### src/rtl/sqrt_fixed_point_seq.sv
// Iterative restoring square root, one root bit per clock, with valid/ready
// handshakes on both sides. The radical is aligned into a 2*outputWidth word first.
module sqrt_fixed_point_seq #(
  parameter int inputWidth    = 8,
  parameter int inputDecWidth = 8,
  parameter int outputWidth   = inputWidth
) (
  input  logic                   clk,
  input  logic                   aclr_n,
  input  logic                   in_valid,
  output logic                   in_ready,
  input  logic [inputWidth-1:0]  radical,
  output logic                   out_valid,
  input  logic                   out_ready,
  output logic [outputWidth-1:0] q,
  output logic [outputWidth:0]   remainder,
  output logic                   busy
);

  localparam int WI  = inputWidth - inputDecWidth;
  localparam int ODD = WI & 1;
  localparam int PW  = 2 * outputWidth;
  localparam int PAD = PW - inputWidth - ODD;
  localparam int RW  = outputWidth + 2;
  localparam int CW  = (outputWidth > 1) ? $clog2(outputWidth) : 1;

  typedef enum logic [1:0] {IDLE, BUSY, DONE} state_t;

  state_t                 state, next_state;
  logic [PW-1:0]          p_sh;
  logic [outputWidth-1:0] root, root_next;
  logic [RW-1:0]          rem, rem_shift, rem_next, trial;
  logic [CW-1:0]          cnt;
  logic                   accept, take;

  // NOTE: every combinational output gets a default first so no path leaves
  // it unassigned; otherwise synthesis infers a latch.
  always_comb begin
    next_state = state;
    in_ready   = 1'b0;
    case (state)
      IDLE: begin
        in_ready = 1'b1;
        if (in_valid) next_state = BUSY;
      end
      BUSY: if (cnt == '0) next_state = DONE;
      DONE: begin
        if (out_ready) begin
          in_ready   = 1'b1;
          next_state = in_valid ? BUSY : IDLE;
        end
      end
      default: next_state = IDLE;
    endcase
  end

  assign accept    = in_valid & in_ready;
  assign busy      = (state == BUSY);
  assign out_valid = (state == DONE);

  // The aligned radical is shifted left two bits per step, so the pair
  // consumed in each iteration is always the top two bits.
  always_comb begin
    rem_shift = (rem << 2) | RW'(p_sh[PW-1 -: 2]);
    trial     = {root, 2'b01};
    take      = (rem_shift >= trial);
    rem_next  = take ? (rem_shift - trial) : rem_shift;
    root_next = (root << 1) | outputWidth'(take);
  end

  // NOTE: sequential state uses non-blocking assignments so every register
  // samples the pre-edge values, independent of statement order.
  always_ff @(posedge clk or negedge aclr_n) begin
    if (!aclr_n) state <= IDLE;
    else         state <= next_state;
  end

  always_ff @(posedge clk or negedge aclr_n) begin
    if (!aclr_n) begin
      p_sh      <= '0;
      root      <= '0;
      rem       <= '0;
      cnt       <= '0;
      q         <= '0;
      remainder <= '0;
    end else if (accept) begin
      p_sh <= PW'(radical) << PAD;
      root <= '0;
      rem  <= '0;
      cnt  <= CW'(outputWidth - 1);
    end else if (state == BUSY) begin
      p_sh <= p_sh << 2;
      root <= root_next;
      rem  <= rem_next;
      cnt  <= cnt - CW'(1);
      if (cnt == '0) begin
        q         <= root_next;
        remainder <= rem_next[outputWidth:0];
      end
    end
  end

endmodule

### config.mk
export PLATFORM = sky130hd
export DESIGN_NAME = sqrt_fixed_point_seq
export DESIGN_NICKNAME = d
export VERILOG_FILES = /design/src/rtl/sqrt_fixed_point_seq.sv
export SDC_FILE = /design/constraint.sdc
export NUM_CORES = 1
export LEC_CHECK = 0
export BUFFER_PORTS_ARGS = -buffer_cell sky130_fd_sc_hd__buf_2
export CAP_MARGIN = 20
export CORE_MARGIN = 2
export CORE_UTILIZATION = 56
export DETAILED_ROUTE_END_ITERATION = 10
export PLACE_DENSITY = 0.78
export SLEW_MARGIN = 40
export SYNTH_ARGS = -nofsm -noshare
export SYNTH_HDL_FRONTEND = slang
export SYNTH_SLANG_ARGS = --single-unit
export TNS_END_PERCENT = 10
### constraint.sdc
create_clock -name clk -period 2.55 [get_ports clk]
set_input_delay 0.1275 -clock clk [delete_from_list [all_inputs] [get_ports clk]]
set_output_delay 0.1275 -clock clk [all_outputs]
set_load 0.02 [all_outputs]
* Word level (Yosys, flattened, before mapping)
Cells that the tools add are included.
Cells by class: reductions and logical operators 5, $lt $le $gt $ge 1, $add $sub $neg 2, equality and inequality tests 5, bitwise operators 4, multiplexer cells 16
Operators with widths (number):
- 16-bit 2-to-1 mux | 2
- 8-bit 2-to-1 mux | 4
- 10-bit >= comparator | 1
- 10-bit by 2-bit bitwise OR with 10-bit output | 1
- 9-bit 2-to-1 mux | 1
- 9-bit subtractor | 1
- 8-bit by 1-bit bitwise OR with 8-bit output | 1
- 2-bit 2-to-1 mux | 3
- 3-bit 2-to-1 mux | 2
- 2-bit one-hot mux with 3 select lines | 1
- 3-bit AND reduction | 2
- 2-bit by 1-bit inequality test with 1-bit output (second input constant) | 2
- 3-bit logical NOT | 1
- 3-bit by 1-bit subtractor with 3-bit output (second input constant) | 1
- 2-bit by 1-bit equality test with 1-bit output (second input constant) | 1
- 2-bit equality test (second input constant) | 1
- 2-bit logical NOT | 1
- 1-bit 2-to-1 mux | 2
- 2-bit inequality test (second input constant) | 1
- 1-bit one-hot mux with 2 select lines | 1
- 2-bit nonzero test | 1
- 1-bit AND | 1
- 1-bit inverter | 1
Word-level totals: output and inout port bits 20, bits in registers 54, input port bits 12, logic and storage cells 40

* Longest topological paths before layout
depth in word-level cells 5, gate-level depth with buffers 9, depth with buffers taken out 8

* Worst setup path after synthesis
No wires, ideal clock.
kind register to register, start point reg root[3], end point reg remainder[0], path slack 659 ps, arrival time 1766 ps, setup time 125 ps, stages on the path, launching flop included 10, required time 2425 ps, cells stage by stage dfrtp_1 -> inv_1 -> ha_1 -> a21oi_1 -> nand2_1 -> o221ai_2 -> o211ai_2 -> buf_6 -> xnor2_1 -> mux2_2
On the way: word-level cells in the longest chain between the ends 2
Ends and longest elaborated chain:
- start: declaration | RTL line 31 | logic [outputWidth-1:0] root, root_next;
- start signal: assignment | RTL line 93 | root <= root_next;
- 10-bit >= comparator | RTL line 66 | take = (rem_shift >= trial);
- 9-bit 2-to-1 mux | RTL line 67 | rem_next = take ? (rem_shift - trial) : rem_shift;
- end signal: assignment | RTL line 98 | remainder <= rem_next[outputWidth:0];
- end: declaration | RTL line 16 | output logic [outputWidth:0] remainder,
No other way between the ends. A chain may end at the register's enable or synchronous reset.

* Worst setup path in the final report
start point reg p_sh[14], end point reg remainder[1]
On the way: word-level cells in the longest chain between the ends 3, elaborated cells between the ends (all ways) 4, those cells by class add/sub: 1; order compare: 1; mux: 1; bitwise: 1
Ends and longest elaborated chain:
- start: declaration | RTL line 30 | logic [PW-1:0] p_sh;
- start signal: assignment | RTL line 87 | p_sh <= PW'(radical) << PAD;
- start signal: assignment | RTL line 92 | p_sh <= p_sh << 2;
- 10-bit by 2-bit bitwise OR with 10-bit output (*) | RTL line 64 | rem_shift = (rem << 2) | RW'(p_sh[PW-1 -: 2]);
- 9-bit subtractor / 10-bit >= comparator (equally long branches) | RTL line 67, 66
- 9-bit 2-to-1 mux (*) | RTL line 67
Every way passes the cells marked *; elsewhere a longest branch is shown, timed or not.

==> key figures <==
STA
  • Final setup vio count: 0
  • Fmax: around 460 MHz
  • Setup repair after global routing missed its margin: no
  • Period utilization: between 80% and 90%
  • Least-Margin Pin Slew: between 0.6 and 0.7 ns
  • Hold Fails Final Rpt: 0
  • Setup TNS: 0 ns
  • Max-slew violations: 0
  • Slew HR: 53.6%
  • Clock Skew: about 0.0070 ns
  • Post-layout minimum cycle time: about 2.2 ns

Logic synthesis
  • Synth Cell Area: between 0.002 and 0.0025 mm2
  • Largest family of logic cells by synthesized area: compound AO/OA/AOI/OAI gates
  • Sequential share of the synthesized area: 52.2%
  • Yosys cell types: 32
  • Mean Syn Cell Area: around 10 um2
  • Multiplexer share of the synthesized area: under 10%
  • Synth Area in Simple Gates: 9.37%
  • Compound-Gate Fraction of Synth Area: between 10% and 20%
  • Yosys reg bits: 46
  • Share of the synthesized netlist area taken by xor and xnor gates: approximately 3.2%
  • Syn Nets: ~240
  • Synth warn: 0
  • Synth Area in Adders: 6.81%
  • Post-Synthesis Cells: around 220

CTS
  • Clock Latency Late Sink: approximately 0.30 ns
  • CTS sink count: 46
  • CTS Root Cell: clkbuf_8
  • H-Tree Depth: 2
  • CTS tree: done
  • Resized Gates After CTS: 0
  • CTS buffer count: 5
  • Hold Buf Count CTS: 1
  • Post-CTS Setup Bufs: 0
  • Clk pin slew, worst setup/hold paths: about 0.080 ns
  • Clk buf depth: 2

Floorplanning
  • Die width: roughly 67 um
  • Initial Util: 59.3%
  • Die ar.: between 0.004 and 0.005 mm2
  • Die H: ~67 um
  • Row cnt: 22
  • Num ports: 32
  • Core ar.: between 0.003 and 0.004 mm2

Drt
  • Via count: between 1500 and 2000
  • DRT antenna net count: 0
  • Post-DR wirelength/cell: about 14 um
  • Via/cell ratio: around 5.5
  • Initial drt markers: ~150
  • DRT Wirelength: 4200 um
  • Residual DRC count: 0
  • Detailed Routing Iterations Pass 1: 5

Global route
  • Vias in the first global route: about 1600
  • Total congestion overflow: 0
  • Antenna violations before repair: 0
  • Global-route wire length before repair: 7310 um
  • Pin count of the biggest net entering global routing: 47
  • GRT Total Usage: approximately 22%

Critical path
  • Critical path peak fanout: 11
  • CP startpoint kind: flop
  • Worst path bufs/invs: 1
  • Crit path max-delay family: compound AO/OA/AOI/OAI gates
  • Setup CP Type: flop to flop
  • Flop-to-flop setup slack: roughly 0.37 ns
  • CP Cell Sequence: inv_1, ha_1, nand2b_1, a21oi_2, o221ai_2, o211ai_2, mux2_2, o21ai_0
  • Slowest CP cell: dfrtp_1
  • CP peak stage delay: around 0.42 ns
  • Setup crit end kind: flop
  • Arrival time of the worst setup path: ~2.4 ns
  • CP required: 2.77 ns

Placed design
  • DP HPWL: roughly 3000 um
  • Area post-placement: ~0.0024 mm2
  • Port Buffers: 31
  • Placed insts: 292
  • RePlAce Congestion: 0.820

Cells and area
  • Final Instance Area: between 0.002 and 0.003 mm2
  • Area Overhead vs Synth: 13.9%
  • Core Util, Final: between 60% and 70%
  • Non-Filler Instances: ~300
  • Layout cells sized above 1: 19.0%
  • Number of antenna diodes: 0
  • Nets: ~280

Run
  • Max Cap Viol: 0

Worst hold path
  • Hold Path Class: input port to flop

Status
  • Status: complete, no violations
worst paths after layout:
| check | from | end | cells past startpoint |
|---|---|---|---|
| hold / removal | radical[0] | p_sh[8]$_DFFE_PN0P_ | 2 |
| hold reg to reg | q[0]$_DFFE_PN0P_ | q[0]$_DFFE_PN0P_ | 2 |
| min in group asynchronous | aclr_n | q[3]$_DFFE_PN0P_ | 2 |
| setup reg to reg | p_sh[14]$_DFFE_PN0P_ | remainder[1]$_DFFE_PN0P_ | 8 |
| setup / recovery | p_sh[14]$_DFFE_PN0P_ | remainder[1]$_DFFE_PN0P_ | 8 |
| max in group asynchronous | aclr_n | root[0]$_DFFE_PN0P_ | 2 |
stage by stage:
step | setup slack [ns] | hold slack, ns
6_report | 0.370 | 0.0391
3_5_place_dp | 0.373 | 0.159
3_3_place_gp | 0.442 | 0.342
4_1_cts | 0.344 | 0.0344
2_1_floorplan | 0.659 | -0.168
5_1_grt | 0.168 | 0.0285
area by class of cell:
class                   instances  area, um2
repair buffers                 36        198
well taps                      48       60.1
inverters                      21       78.8
clock inverters                 2       12.5
flip-flops and latches         46       1150
clock buffers                   6       82.6
multi-input cells             142        927
fillers                       325       1210
cells in the final DEF (no fill, tap or decap), types with 2 or more instances in the layout:
| cell | instances |
|---|---|
| a21oi_1 | 6 |
| a222oi_1 | 6 |
| a22o_1 | 5 |
| and2_1 | 2 |
| buf_2 | 30 |
| buf_4 | 5 |
| clkbuf_8 | 6 |
| dfrtp_1 | 46 |
| ha_1 | 12 |
| inv_1 | 21 |
| mux2_2 | 2 |
| mux2i_1 | 6 |
| nand2_1 | 28 |
| nand2b_1 | 2 |
| nand3_1 | 10 |
| nor2_1 | 4 |
| o21a_1 | 2 |
| o21ai_0 | 38 |
| xnor2_1 | 6 |
| xor2_1 | 2 |
state kept, by name (all words and copies together), names as in the netlist:
name       count
remainder      9
state          2
rem            8
cnt            3
q              8
p_sh           8
root           8
kinds of logic after synthesis:
kind of cell | Yosys count
compound gates | 66
xor+xnor | 8
fa+ha+maj | 12
buf+inv | 31
flops | 46
mux | 8
simple gates | 48
layer usage:
metal / GRT usage [%] / wire length (um) / vias up
met4: 5.61 / 40 / 0
met2: 35.1 / 1930 / 51
met1: 29.6 / 1980 / 784
met5: 0 / 0 / -
met3: 5.74 / 249 / 7
li1: - / - / 826
cells in the mapped netlist:
master	instances	area share (%)
o21ai_1	1	0.23
xor2_1	2	0.80
buf_6	1	0.51
a22o_1	5	2.0
xnor2_1	6	2.4
o221ai_2	1	0.68
nand2_1	28	4.8
a31oi_1	1	0.28
a21oi_1	6	1.4
and2_1	2	0.57
a21boi_0	1	0.34
o21a_1	2	0.68
nor2b_1	1	0.28
nor3_1	1	0.23
ha_1	12	6.8
inv_1	21	3.6
a2bb2oi_1	1	0.40
dfrtp_1	46	52
mux2_2	2	1.0
o211ai_2	1	0.57
buf_1	1	0.17
o21ai_0	38	8.6
buf_2	1	0.23
nand2b_1	2	0.57
a21o_1	1	0.34
clkbuf_1	7	1.2
nor2_1	4	0.68
a222oi_1	6	2.7
mux2i_1	6	2.7
a21oi_2	1	0.40
nand3_1	10	2.3
o211ai_1	1	0.34
Power is left out: the tool's default activity adds up to more than one toggle a clock period on the data nets, which glitch-free logic cannot reach.
